`config.mk`:
```
export PLATFORM = sky130hd
export DESIGN_NAME = key_event_gen
export DESIGN_NICKNAME = d
export VERILOG_FILES = /design/src/rtl/key_event_gen_pkg.sv /design/src/rtl/key_edge_det.sv /design/src/rtl/key_event_gen.sv
export SDC_FILE = /design/constraint.sdc
export NUM_CORES = 1
export LEC_CHECK = 0
export ABC_AREA = 1
export BUFFER_PORTS_ARGS = -buffer_cell sky130_fd_sc_hd__buf_2
export CELL_PAD_IN_SITES_DETAIL_PLACEMENT = 0
export CELL_PAD_IN_SITES_GLOBAL_PLACEMENT = 1
export CORE_ASPECT_RATIO = 1.1
export CORE_UTILIZATION = 35
export CTS_CLUSTER_SIZE = 20
export DETAILED_ROUTE_END_ITERATION = 12
export HOLD_SLACK_MARGIN = 0.05
export PLACE_DENSITY = 0.68
export RECOVER_POWER = 50
export SETUP_SLACK_MARGIN = 0.2
export SLEW_MARGIN = 20
export SYNTH_ARGS = -nofsm -noshare
export SYNTH_HDL_FRONTEND = slang
export SYNTH_HIERARCHICAL = 1
export SYNTH_SLANG_ARGS = --single-unit
```
`constraint.sdc`:
```
create_clock -name clk -period 2.2 [get_ports clk]
set_input_delay 0.44 -clock clk [delete_from_list [all_inputs] [get_ports clk]]
set_output_delay 0.44 -clock clk [all_outputs]
set_load 0.005 [all_outputs]
```
`src/rtl/key_event_gen_pkg.sv`:
```
// rtl/key_event_gen_pkg.sv - shared state encodings and default timing for key event consumers
package key_event_gen_pkg;

    typedef enum logic [1:0] {
        ST_IDLE  = 2'd0,
        ST_PRESS = 2'd1,
        ST_LONG  = 2'd2,
        ST_RPT   = 2'd3
    } key_state_e;

    localparam int unsigned DEF_CNT_W         = 24;
    localparam logic [23:0] DEF_LONG_CYCLES   = 24'd5_000_000;
    localparam logic [23:0] DEF_REPEAT_DELAY  = 24'd2_500_000;
    localparam logic [23:0] DEF_REPEAT_PERIOD = 24'd1_000_000;

endpackage

```
`src/rtl/key_edge_det.sv`:
```
// rtl/key_edge_det.sv - registered previous key level with rise/fall detection
module key_edge_det (
    input  logic clk,
    input  logic rst_n,
    input  logic key_in,
    output logic rise,
    output logic fall,
    output logic key_prev
);

    logic key_prev_q;

    always_ff @(posedge clk or negedge rst_n) begin
        if (!rst_n) begin
            key_prev_q <= 1'b0;
        end else begin
            key_prev_q <= key_in;
        end
    end

    assign rise     = key_in & ~key_prev_q;
    assign fall     = ~key_in & key_prev_q;
    assign key_prev = key_prev_q;

endmodule

```
`src/rtl/key_event_gen.sv`:
```
// rtl/key_event_gen.sv - short/long press classification with typematic auto-repeat strobes
module key_event_gen
    import key_event_gen_pkg::*;
#(
    parameter int unsigned       CNT_W         = DEF_CNT_W,
    parameter logic [CNT_W-1:0] LONG_CYCLES   = DEF_LONG_CYCLES,
    parameter logic [CNT_W-1:0] REPEAT_DELAY  = DEF_REPEAT_DELAY,
    parameter logic [CNT_W-1:0] REPEAT_PERIOD = DEF_REPEAT_PERIOD
) (
    input  logic clk,
    input  logic rst_n,
    input  logic en,
    input  logic key_in,
    output logic press_pulse,
    output logic release_pulse,
    output logic short_pulse,
    output logic long_pulse,
    output logic repeat_pulse,
    output logic held
);

    localparam logic [CNT_W-1:0] CNT_ONE     = CNT_W'(1);
    localparam logic [CNT_W-1:0] LONG_LAST   = LONG_CYCLES - CNT_ONE;
    localparam logic [CNT_W-1:0] DELAY_LAST  = REPEAT_DELAY - CNT_ONE;
    localparam logic [CNT_W-1:0] PERIOD_LAST = REPEAT_PERIOD - CNT_ONE;

    logic rise;
    logic fall;
    logic unused_key_prev;

    key_edge_det u_edge (
        .clk      (clk),
        .rst_n    (rst_n),
        .key_in   (key_in),
        .rise     (rise),
        .fall     (fall),
        .key_prev (unused_key_prev)
    );

    key_state_e       state_q, state_d;
    logic [CNT_W-1:0] cnt_q, cnt_d;
    logic press_q, press_d;
    logic release_q, release_d;
    logic short_q, short_d;
    logic long_q, long_d;
    logic repeat_q, repeat_d;
    logic held_q, held_d;

    always_ff @(posedge clk or negedge rst_n) begin
        if (!rst_n) begin
            state_q   <= ST_IDLE;
            cnt_q     <= '0;
            press_q   <= 1'b0;
            release_q <= 1'b0;
            short_q   <= 1'b0;
            long_q    <= 1'b0;
            repeat_q  <= 1'b0;
            held_q    <= 1'b0;
        end else begin
            state_q   <= state_d;
            cnt_q     <= cnt_d;
            press_q   <= press_d;
            release_q <= release_d;
            short_q   <= short_d;
            long_q    <= long_d;
            repeat_q  <= repeat_d;
            held_q    <= held_d;
        end
    end

    // A release always takes priority over a threshold hit in the same cycle.
    always_comb begin
        state_d   = state_q;
        cnt_d     = cnt_q;
        press_d   = 1'b0;
        release_d = 1'b0;
        short_d   = 1'b0;
        long_d    = 1'b0;
        repeat_d  = 1'b0;

        if (!en) begin
            state_d = ST_IDLE;
            cnt_d   = '0;
        end else begin
            unique case (state_q)
                ST_IDLE: begin
                    if (rise) begin
                        state_d = ST_PRESS;
                        cnt_d   = '0;
                        press_d = 1'b1;
                    end
                end
                ST_PRESS: begin
                    if (fall) begin
                        state_d   = ST_IDLE;
                        cnt_d     = '0;
                        release_d = 1'b1;
                        short_d   = 1'b1;
                    end else if (cnt_q == LONG_LAST) begin
                        state_d = ST_LONG;
                        cnt_d   = '0;
                        long_d  = 1'b1;
                    end else begin
                        cnt_d = cnt_q + CNT_ONE;
                    end
                end
                ST_LONG: begin
                    if (fall) begin
                        state_d   = ST_IDLE;
                        cnt_d     = '0;
                        release_d = 1'b1;
                    end else if (cnt_q == DELAY_LAST) begin
                        state_d  = ST_RPT;
                        cnt_d    = '0;
                        repeat_d = 1'b1;
                    end else begin
                        cnt_d = cnt_q + CNT_ONE;
                    end
                end
                ST_RPT: begin
                    if (fall) begin
                        state_d   = ST_IDLE;
                        cnt_d     = '0;
                        release_d = 1'b1;
                    end else if (cnt_q == PERIOD_LAST) begin
                        cnt_d    = '0;
                        repeat_d = 1'b1;
                    end else begin
                        cnt_d = cnt_q + CNT_ONE;
                    end
                end
                default: begin
                    state_d = ST_IDLE;
                    cnt_d   = '0;
                end
            endcase
        end

        held_d = (state_d != ST_IDLE);
    end

    assign press_pulse   = press_q;
    assign release_pulse = release_q;
    assign short_pulse   = short_q;
    assign long_pulse    = long_q;
    assign repeat_pulse  = repeat_q;
    assign held          = held_q;

endmodule

```
==> impl_metrics.ini <==
[logic_synthesis]
synth.most_common_cell = nand2_1
synth_edf_count = 0
ys_ff_latch = 33
synthCells = 365
ys_seq_area_share_pct = 36.7
synth_top_area_cell = dfrtp_1
synthArstFlopShare_pct = 100
ys_types = 21
synth_area_sq_um = 2250
syn_nets = 370
synth_area_leaders = dfrtp_1 (37%), nand2_1 (21%), nor2_1 (11%)
synth.top_cells.by_count = nand2_1 (128), nor2_1 (65), inv_1 (52)
synth_warnings = 6
synth_top_area_share_pct = 36.7
synth_flop_cell = dfrtp_1
avgSynthCellArea_sq_um = 6.16

[worst_setup_path]
slowest_delay_ps = 390
critical_path.top_delay_family = simple AND/OR/NAND/NOR gates
worstPathCellList = ha_2 -> nand3_2 -> nor2_2 -> nand3_1 -> nand2_1 -> nand3_2 -> buf_4 -> nand3_1 -> nand2_1
cp_max_fo = 22
critical_path.startpoint_type = flop
cp.arrival_ps = 1990
cp.required_ps = 2390
end_kind = flop
cp_slowest_cell = dfrtp_1
cp_num_buf_inv = 1
setup.worst_path.class = flop to flop

[sta]
finalHoldViolCount = 0
fin_ws_ps = 398
fin_crit_sh_pct = 81.9
final.min_clock_period_ps = 1800
slew_headroom_pct = 38.8
clock_skew_ps = 6.88
slew_viol_final = 0
tightest_slew_ps = 918
rsz0062_at_grt = false
max_freq_mhz = 555
setup_violations = 0
setup-tns-final_ps = 0

[clocking]
insertion_delay_ps = 300
cts_tree = yes
post_cts_buffers = 0
htreeDepth = 2
path_clk_slew_ps = 80
clock-sinks = 33
cts_buffers = 5
cts_buffer_depth = 2
cts_root_buf = clkbuf_8
cts.hold.buffers_added = 0

[placement]
dp.cells = 450
gp_congestion = 0.856
port_buffers = 9
post-place-ws_ps = 272
dpl_cell_area_sq_um = 2380
hpwl_mm = 4.59

[power]
ir_drop_mv = 0.349
p_sw_share_pct = 25.4
pwr-share-clk_pct = 46.8
pwr-share-seq_pct = 47.4
power_mw = 1.30
p_per_area_nw_per_um2 = 518
p_int_mw = 0.968
power.switching_mw = 0.329
p_leak_nw = 1.27
pwr-share-comb_pct = 5.8

[grt]
grtUsageTotal_pct = 19.9
antenna_found_initial = 0
grt_max_degree = 34
grt_pass1_vias = 2052
grt_remaining_overflow = 0
grt_pass1_wl_mm = 10.1

[drt]
routed_wl_mm = 6.21
ant_nets = 0
drtIter0Drc = 144
drc = 0
routedWlPerCell_um = 13.6
vias = 2167
vias_per_cell = 4.73
drt-pass1-iter-count = 4

[cells_and_area]
nNetsFinal = 382
n_antenna_cell = 0
fill_cells = 699
multi_input_area_sq_um = 1180
final-seq-area_sq_um = 826
stdcell_count = 458
area_delta_synth_final_pct = 11.4
final_cell_area_sq_um = 2500
drive_gt1_share_pct = 8.20

[run]
drv_cap = 0

[floorplan]
dieArea_sq_um = 6750
initial_core_util_pct = 36.3
rows = 30
io_pins = 10
dieWidth_um = 78.4
die_h_um = 86.1
core_area_sq_um = 6190

[status]
outcome = finished clean

[min_path]
hold_class = primary input to asynchronous set/reset pin
[repair_timing]
action / in CTS / in global routing
endpoints found under the hold margin: 0 / 0
resized for setup: 0 / 3
endpoints found under the setup margin: 0 / 24
[placed cells by master, fill, tap and decap left out, types with 2 or more instances in the layout]
cell and count:
nand3_1 40, inv_1 52, nand2_1 128, buf_4 6, o21ai_0 8, nand4_1 3
clkbuf_8 5, buf_2 7, nor2_2 5, nand3_2 2, nor3_1 4, nor2_1 64
xor2_1 8, dfrtp_1 33, a21oi_1 2
[path summary, 6_finish.rpt]
check | from | depth (start not counted) | end | slack, ps
max | cnt_q[1] | 9 | cnt_q[5] | 400
min | rst_n | 1 | cnt_q[17] | 250
max reg2reg | cnt_q[1] | 9 | cnt_q[5] | 400
min reg2reg | cnt_q[0] | 2 | cnt_q[0] | 550
max in group asynchronous | rst_n | 1 | short_pulse | 1370
min in group clk | key_in | 1 | u_edge/key_prev | 280
[cell type report]
class | count | area share [%]
clock inverters | 3 | 1.85
flip-flops and latches | 33 | 33.0
multi-input cells | 270 | 47.1
well taps | 80 | 4.00
clock buffers | 5 | 2.75
inverters | 52 | 7.79
repair buffers | 15 | 3.55
[cells by family (layout without fill, tap and decap cells)]
group                      after synthesis  count (layout)  share of synthesized area, %
DFF                                     33              33                          36.7
adders and majority gates                1               1                         0.556
and+or+nand+nor                        248             248                          45.2
xor gates and xnor gates                 8               8                          3.12
buffers and inverters                   62              75                          11.2
AOI/OAI and AO/OA                       13              13                          3.12
[flip-flops by register name (all words and copies together) (netlist names)]
name	count
cnt_q	24
held	1
long_pulse	1
press_pulse	1
release_pulse	1
repeat_pulse	1
short_pulse	1
state_q	2
u_edge/key_prev	1
[power groups by stage]
stage               combinational, mW  clock (mW)  sequential [mW]
floorplan                      0.0411           0            0.626
global placement               0.0764           0            0.626
detailed placement             0.0766           0            0.626
CTS                            0.0772       0.619            0.614
global route                   0.0859       0.640            0.615
finish                         0.0754       0.607            0.614
[through the flow]
stage | utilization (%) | hold slack [ps]
2_1_floorplan | - | 144
3_3_place_gp | 38.4 | 514
3_5_place_dp | 38.4 | 527
4_1_cts | 40.3 | 260
5_1_grt | 40.4 | 288
6_report | 40.4 | 253
[routing by layer]
metal / track usage (%) / vias to the layer above / part of all wire (%) / routed length, um
met4: 7.74 / 0 / 1.8 / 114
met5: 0 / - / 0 / 0
met1: 25.5 / 985 / 47 / 2930
met3: 3.51 / 11 / 4.3 / 264
li1: - / 1129 / - / -
met2: 33.3 / 42 / 47 / 2900
Power figures use the tool's default switching activity.
